<file path="src/rtl/win_mac_stream_if.sv">
// win_mac_stream_if: sample stream in, windowed multiply-add result out.
//   master drives validi/flush/data_in and observes valido/data_out/run_cnt.
//   slave is the datapath side.
//   WIN_MAC_SAT_EN adds sat_o, which flags a clamped result.
interface win_mac_stream_if #(
    parameter int WIDTH = 32,
    parameter int OUT_W = 32,
    parameter int RUN   = 3
);
    logic                       validi;
    logic                       flush;
    logic [WIDTH-1:0]           data_in;
    logic                       valido;
    logic [OUT_W-1:0]           data_out;
    logic [$clog2(RUN+1)-1:0]   run_cnt;
`ifdef WIN_MAC_SAT_EN
    logic                       sat_o;
    modport master (output validi, flush, data_in, input valido, data_out, run_cnt, sat_o);
    modport slave  (input validi, flush, data_in, output valido, data_out, run_cnt, sat_o);
`else
    modport master (output validi, flush, data_in, input valido, data_out, run_cnt);
    modport slave  (input validi, flush, data_in, output valido, data_out, run_cnt);
`endif
endinterface

</file>
<file path="src/rtl/win_mac_stream.sv">
// win_mac_stream: streaming data_out = s2*s1 + data_in, qualified after RUN consecutive valids.
//   clk, rst : clock and synchronous active-high reset
//   bus      : win_mac_stream_if.slave (validi, flush, data_in -> valido, data_out, run_cnt)
//   WIN_MAC_SAT_EN : saturate instead of wrap, and drive bus.sat_o
module win_mac_stream #(
    parameter int WIDTH = 32,
    parameter int OUT_W = 32,
    parameter int RUN   = 3
) (
    input logic             clk,
    input logic             rst,
    win_mac_stream_if.slave bus
);
    localparam int CW = $clog2(RUN+1);
    logic [WIDTH-1:0]   s1, s2;
    logic [2*WIDTH-1:0] prod;
    logic [OUT_W-1:0]   res;
    logic               q;
    assign q    = bus.validi & ~bus.flush & (bus.run_cnt >= CW'(RUN-1));
    assign prod = (2*WIDTH)'(s2) * (2*WIDTH)'(s1);
`ifdef WIN_MAC_SAT_EN
    logic [2*WIDTH:0] sum;
    logic             clamp;
    assign sum   = {1'b0, prod} + (2*WIDTH+1)'(bus.data_in);
    assign clamp = (sum >> OUT_W) != '0;
    assign res   = clamp ? '1 : OUT_W'(sum);
    always_ff @(posedge clk)
        bus.sat_o <= rst ? 1'b0 : q & clamp;
`else
    assign res = OUT_W'({1'b0, prod} + (2*WIDTH+1)'(bus.data_in));
`endif
    always_ff @(posedge clk) begin
        if (rst) begin
            s1           <= '0;
            s2           <= '0;
            bus.run_cnt  <= '0;
            bus.valido   <= 1'b0;
            bus.data_out <= '0;
        end else begin
            bus.valido <= q;
            if (q)
                bus.data_out <= res;
            // flush starts a new run; a same-cycle sample becomes its first entry
            if (bus.flush) begin
                s1 <= bus.validi ? bus.data_in : '0;
                s2 <= '0;
            end else if (bus.validi) begin
                s2 <= s1;
                s1 <= bus.data_in;
            end
            bus.run_cnt <= bus.flush ? CW'(bus.validi) :
                           !bus.validi ? '0 :
                           bus.run_cnt == CW'(RUN) ? bus.run_cnt : bus.run_cnt + CW'(1);
        end
    end
endmodule

</file>
<file path="src/flat_wrapper.sv">
// flat-port wrapper written by rule: the top's interface ports become plain ports
module win_mac_stream_flat 
#(
    parameter int WIDTH = 32,
    parameter int OUT_W = 32,
    parameter int RUN   = 3
)
  (clk, rst, bus_validi, bus_flush, bus_data_in, bus_valido, bus_data_out, bus_run_cnt);
  win_mac_stream_if #(.WIDTH(WIDTH), .OUT_W(OUT_W), .RUN(RUN)) bus_i ();
  input logic clk;
  input logic rst;
  input wire logic [$bits(bus_i.validi)-1:0] bus_validi;
  input wire logic [$bits(bus_i.flush)-1:0] bus_flush;
  input wire logic [$bits(bus_i.data_in)-1:0] bus_data_in;
  output wire logic [$bits(bus_i.valido)-1:0] bus_valido;
  output wire logic [$bits(bus_i.data_out)-1:0] bus_data_out;
  output wire logic [$bits(bus_i.run_cnt)-1:0] bus_run_cnt;
  assign bus_i.validi = bus_validi;
  assign bus_i.flush = bus_flush;
  assign bus_i.data_in = bus_data_in;
  assign bus_valido = bus_i.valido;
  assign bus_data_out = bus_i.data_out;
  assign bus_run_cnt = bus_i.run_cnt;
  win_mac_stream #(.WIDTH(WIDTH), .OUT_W(OUT_W), .RUN(RUN)) u_core (.clk(clk), .rst(rst), .bus(bus_i));
endmodule
</file>
<file path="config.mk">
export PLATFORM = sky130hd
export DESIGN_NAME = win_mac_stream_flat
export DESIGN_NICKNAME = d
export VERILOG_FILES = /design/src/rtl/win_mac_stream_if.sv /design/src/rtl/win_mac_stream.sv /design/src/flat_wrapper.sv
export SDC_FILE = /design/constraint.sdc
export NUM_CORES = 1
export LEC_CHECK = 0
export ABC_AREA = 1
export ABC_CLOCK_PERIOD_IN_PS = 6700
export CORE_MARGIN = 1.5
export CORE_UTILIZATION = 55
export DETAILED_ROUTE_END_ITERATION = 10
export PLACE_DENSITY = 0.86
export SLEW_MARGIN = 25
export SYNTH_ARGS = -nofsm -noshare
export SYNTH_HDL_FRONTEND = slang
export SYNTH_SLANG_ARGS = --single-unit
</file>
<file path="constraint.sdc">
create_clock -name clk -period 6.7 [get_ports clk]
set_clock_uncertainty 0.2 [all_clocks]
set_input_delay 1.34 -clock clk [delete_from_list [all_inputs] [get_ports clk]]
set_output_delay 1.34 -clock clk [all_outputs]
set_load 0.005 [all_outputs]
</file>
# Word-level counts from Yosys, hierarchy flattened
# Cells that the tools add are included.
op_classes:
  add_sub_neg: 2
  multipliers: 1
  n_div: 0
  magnitude_cmp: 1
  eq_ne: 2
  shift: 0
  n_mux: 6
  n_bitwise: 4
  reduce_logical: 3
op_table:
  columns: ["operator", "count"]
  rows:
  - ["$mux W32", 3]
  - ["$add A32 B32 Y32", 1]
  - ["$mul A32 B32 Y32", 1]
  - ["$mux W1", 3]
  - ["$ne A3 B3 Y1 const B", 1]
  - ["$reduce_or A3 Y1", 1]
  - ["$add A2 B1 Y2 const B", 1]
  - ["$and A1 B1 Y1", 2]
  - ["$eq A2 B2 Y1 const B", 1]
  - ["$ge A2 B2 Y1 const B", 1]
  - ["$not A1 Y1", 2]
  - ["$reduce_bool A2 Y1", 1]
  - ["$reduce_or A2 Y1", 1]
word_totals:
  register_bits: 99
  latch_bits: 0
  ram_bits: 0
  rom_bits: 0
  input_bits: 36
  out_inout_bits: 35
  wordCells: 25
  mem_count: 0

# Depth between registers and ports, before layout
logic_depth:
  ltp_word: 4
  ltp_mapped: 33
  ltp_nobuf: 31

# Least setup slack after synthesis
# No wires, ideal clock.
synth_path:
  path_type: "input -> register"
  startpoint: "in bus_data_in[18]"
  endpoint: "reg u_core.bus.data_out[23]"
  setup_ns: 0.058
  arrival_time_ns: 6.984
  required_ns: 6.442
  setup_slack_ns: -0.541
  stages: 26
  path_buffers: 0
  cell_sequence: "inv_1 fa_1 fa_1 inv_1 fa_1 inv_1 fa_1 inv_1 fa_1 fa_1 inv_1 fa_1 fa_1 inv_1 ha_1 nand2_1 inv_1 nand2_1 nor3_1 a21oi_2 nor3_1 nor2_1 or2_1 nand3_1 o211ai_1 inv_1"
synth_between:
  elab_chain_cells: 1
synth_rtl:
  columns: ["item", "line_no", "text"]
  rows:
  - ["start: declaration", "flat_wrapper.sv:14", "input wire logic [$bits(bus_i.data_in)-1:0] bus_data_in;"]
  - ["$add A32 B32 Y32", "win_mac_stream.sv:30", "assign res = OUT_W'({1'b0, prod} + (2*WIDTH+1)'(bus.data_in));"]
  - ["end signal: assignment", "win_mac_stream.sv:42", "bus.data_out <= res;"]
  - ["end: declaration", "win_mac_stream_if.sv:22", "modport slave (input validi, flush, data_in, output valido, data_out, run_cnt);"]
# No other way between the ends.
# A chain may end at the register's enable or synchronous reset.

# Worst setup path after layout
layout_path:
  startpoint: "reg u_core.s2[10]"
  endpoint: "reg u_core.bus.data_out[26]"
layout_between:
  elab_chain_cells: 2
layout_rtl:
  columns: ["item", "line_no", "text"]
  rows:
  - ["start: declaration", "win_mac_stream.sv:15", "logic [WIDTH-1:0] s1, s2;"]
  - ["start signal: assignment", "win_mac_stream.sv:35", "s2 <= '0;"]
  - ["start signal: assignment", "win_mac_stream.sv:46", "s2 <= '0;"]
  - ["start signal: assignment", "win_mac_stream.sv:48", "s2 <= s1;"]
  - ["$mul A32 B32 Y32", "win_mac_stream.sv:20", "assign prod = (2*WIDTH)'(s2) * (2*WIDTH)'(s1);"]
  - ["$add A32 B32 Y32", "win_mac_stream.sv:30", null]
# No other way between the ends.

==> results.md <==
- Status: finished with violations
- Failing checks: negative setup slack
- CP Capture Type: register
- Slowest stage cell, crit path: fa_1
- Initial core utilization: 0.556
- Worst hold path class: register to register
- IO buf count: 70
- Die area: between 40000 and 50000 um2
- TritonCTS clock tree: yes
- Antenna violations before repair: 0
- Synth Instances: approximately 2900
- Clk sinks: between 90 and 100
- Final period util: 1.10
- Vias in the first global route: a little over 20000
- Antenna Violating Nets Remaining: 0
- Pwr dens: about 100 nW/um2
- Net count after synthesis: 3484
- Total power: between 2 and 3 mW
- Die Ht: roughly 200 um
- Achievable frequency: 136 MHz
- Routed WL: roughly 70000 um
- Vias: 19700
- Clock tree buffer depth: 2
- Post-Syn Area: about 21000 um2
- Worst slew margin: 0.371
- FP Rows: slightly above 70
- Netlist cell types: 44
- Final setup margin: -646 ps
- Global Route met1 Usage: 0.406
- Top Ports: 71
- DRT iter0 DRCs: between 2000 and 2500
- Max incr delay on CP: ~650 ps
- Grt total ovfl: 0
- Die width: between 200 and 250 um
- Placer Congestion: approximately 0.96
- Cell repeated most along the worst path: fa_1
- Crit path kind: register to register
- WP data arrival: 7420 ps
- Gr usage total: 0.332
- Worst path required time: ~6800 ps
- Root buf cell: clkbuf_16
- # setup viols final: 16
- Synth warn: 0
- Initial DRT Pass Iterations: 7
- CP Max Fanout: 8
- Met3 Use GR: 0.0786
- Final hold violation count: 0
- DP HPWL: about 50000 um
- Final min period: ~7300 ps
- TritonCTS Buffers: 9
- RSZ-0062 raised after global routing: yes
- Global-route wire length before repair: between 100000 and 150000 um
- Post-CTS Hold Buffers: 0
- Startpoint Class: register
- Leak pwr: 15.2 nW
- Sequential cell area fraction in the yosys report: 0.0924
- Syn-to-layout area delta: 20.9%
- Core box area: roughly 39000 um2
- Seq cells post-synth: just under 100
- Worst VDD drop: roughly 0.15 mV
- Max Cap Viol: 0
- H-tree depth: 3
- Avg Synthesized Cell Area: between 7 and 8 um2
- Reg clk slew, reported paths: around 80 ps
- Worst slew pin tran: 942 ps
- Post-route DRC: 0
- Fin. max-slew vios: 0
- Nets: around 3700
- Avg Vias per Cell: roughly 5.4
- Met2 Use GR: 0.537
- Largest net degree at the start of global routing: 65
- Gr busiest metal: met2
- Crit path max-delay family: adder cells
- WP buf/inv: 7
- Share of layout cells above drive strength 1: 0.178
- WL per Instance: around 19 um
- Core Util, Final: 0.673
- Skew-Pair Late Insertion Delay: 400 ps
## power breakdown
part,leakage [nW],switching [mW],total (mW),internal [mW]
Sequential,0.808,0.0340,0.640,0.606
Clock,0.145,0.295,0.561,0.266
Combinational,14.2,0.796,1.44,0.646
Total,15.2,1.13,2.64,1.52
## worst min-delay path, delay by kind of cell (launching register included)
kind | cells | cell delay [ps]
buffers and inverters | 1 | 50
AO/OA/AOI/OAI | 1 | 90
flip-flops | 1 | 330
## sequential cells by signal, summed over array words and instances (netlist names)
signal and count:
u_core.s1 32, u_core.bus.valido 1, u_core.s2 32, u_core.bus.run_cnt 2, u_core.bus.data_out 32
## kinds of logic (layout without fill, tap and decap cells)
logic type               Yosys count  in the layout  share of synthesized area
XOR/XNOR                          27             27                     0.0110
other                              0              1                          0
AND/OR/NAND/NOR                  922            922                      0.169
buffers and inverters           1090           1312                      0.193
AO/OA/AOI/OAI                    182            182                     0.0517
adder cells (fa/ha/maj)          564            564                      0.482
flip-flops                        99             99                     0.0924
## layer usage
layer | vias up | part of all wire
li1 | 8516 | -
met1 | 9349 | 0.34
met2 | 1422 | 0.45
met3 | 406 | 0.13
met4 | 0 | 0.079
met5 | - | 0
## repair_timing
action                     4_1_cts  5_1_grt
pin swaps                      226      133
gates resized for setup        241       74
setup endpoints to repair       20       21
setup buffers                   25       15
## layout make-up
class / instances / area (um2)
antenna: 1 / 2.50
clock buffer: 10 / 239
clock inverter: 6 / 43.8
fill: 2769 / 12600
inverter: 948 / 3590
multi-input combinational: 1695 / 16300
sequential: 99 / 1990
tap: 518 / 648
timing repair buffer: 348 / 3080
## cell usage after synthesis (all sizes together)
master,n,area (um2)
inv,942,3540
nand2,745,2810
fa,438,8770
ha,126,1580
clkbuf,101,379
dfxtp,99,1980
nor2,83,312
nand3,71,365
a21oi,68,348
o21ai,65,337
buf,41,211
xor2,18,158
o32ai,16,140
a32o,10,100
nand4,9,56.3
xnor2,9,78.8
clkinv,6,22.5
nor3,6,35.0
o211ai,5,42.5
a21o,4,30.0
o21bai,4,30.0
nor4,3,18.8
or2,3,18.8
a21boi,2,15.0
o21a,2,15.0
o221ai,2,17.5
a221oi,1,8.76
a31o,1,8.76
a31oi,1,6.26
nand2b,1,6.26
nand3b,1,7.51
o2111a,1,11.3
## final timing paths
| path | startpoint | to | slack (ps) | cells after the start |
|---|---|---|---|---|
| max | u_core.s2[10] | u_core.bus.data_out[26] | -650 | 25 |
| min | u_core.bus.data_out[5] | u_core.bus.data_out[5] | 290 | 2 |
| max reg2reg | u_core.s2[10] | u_core.bus.data_out[26] | -650 | 25 |
| min reg2reg | u_core.bus.data_out[5] | u_core.bus.data_out[5] | 290 | 2 |
## cell usage in the layout (no fill, tap or decap), drive strengths merged, types with 2 or more instances in the layout
cell type        n
o21ai           65
clkdlybuf4s15    2
o32ai           16
clkinv           9
o21a             2
o211ai           5
clkbuf          11
a21boi           2
a21oi           68
ha             126
xor2            18
nor2            83
xnor2            9
o21bai           4
o221ai           2
nand4            9
nor4             3
dfxtp           99
nand2          745
nor3             6
nand3           71
or2              3
clkdlybuf4s50   47
a32o            10
fa             438
inv            945
a21o             4
buf            296
## through the flow
stage	std cells	hold slack (ps)	area, um2	setup WS, ps	setup TNS, ps
floorplan	2884	248	21800	-351	-2270
global placement	3573	266	24700	-1200	-19240
detailed placement	3573	272	24700	-1300	-20900
CTS	3610	293	25600	-397	-3840
global route	3624	325	25900	-800	-9840
finish	3625	292	25900	-646	-7250
Power figures use the tool's default switching activity.
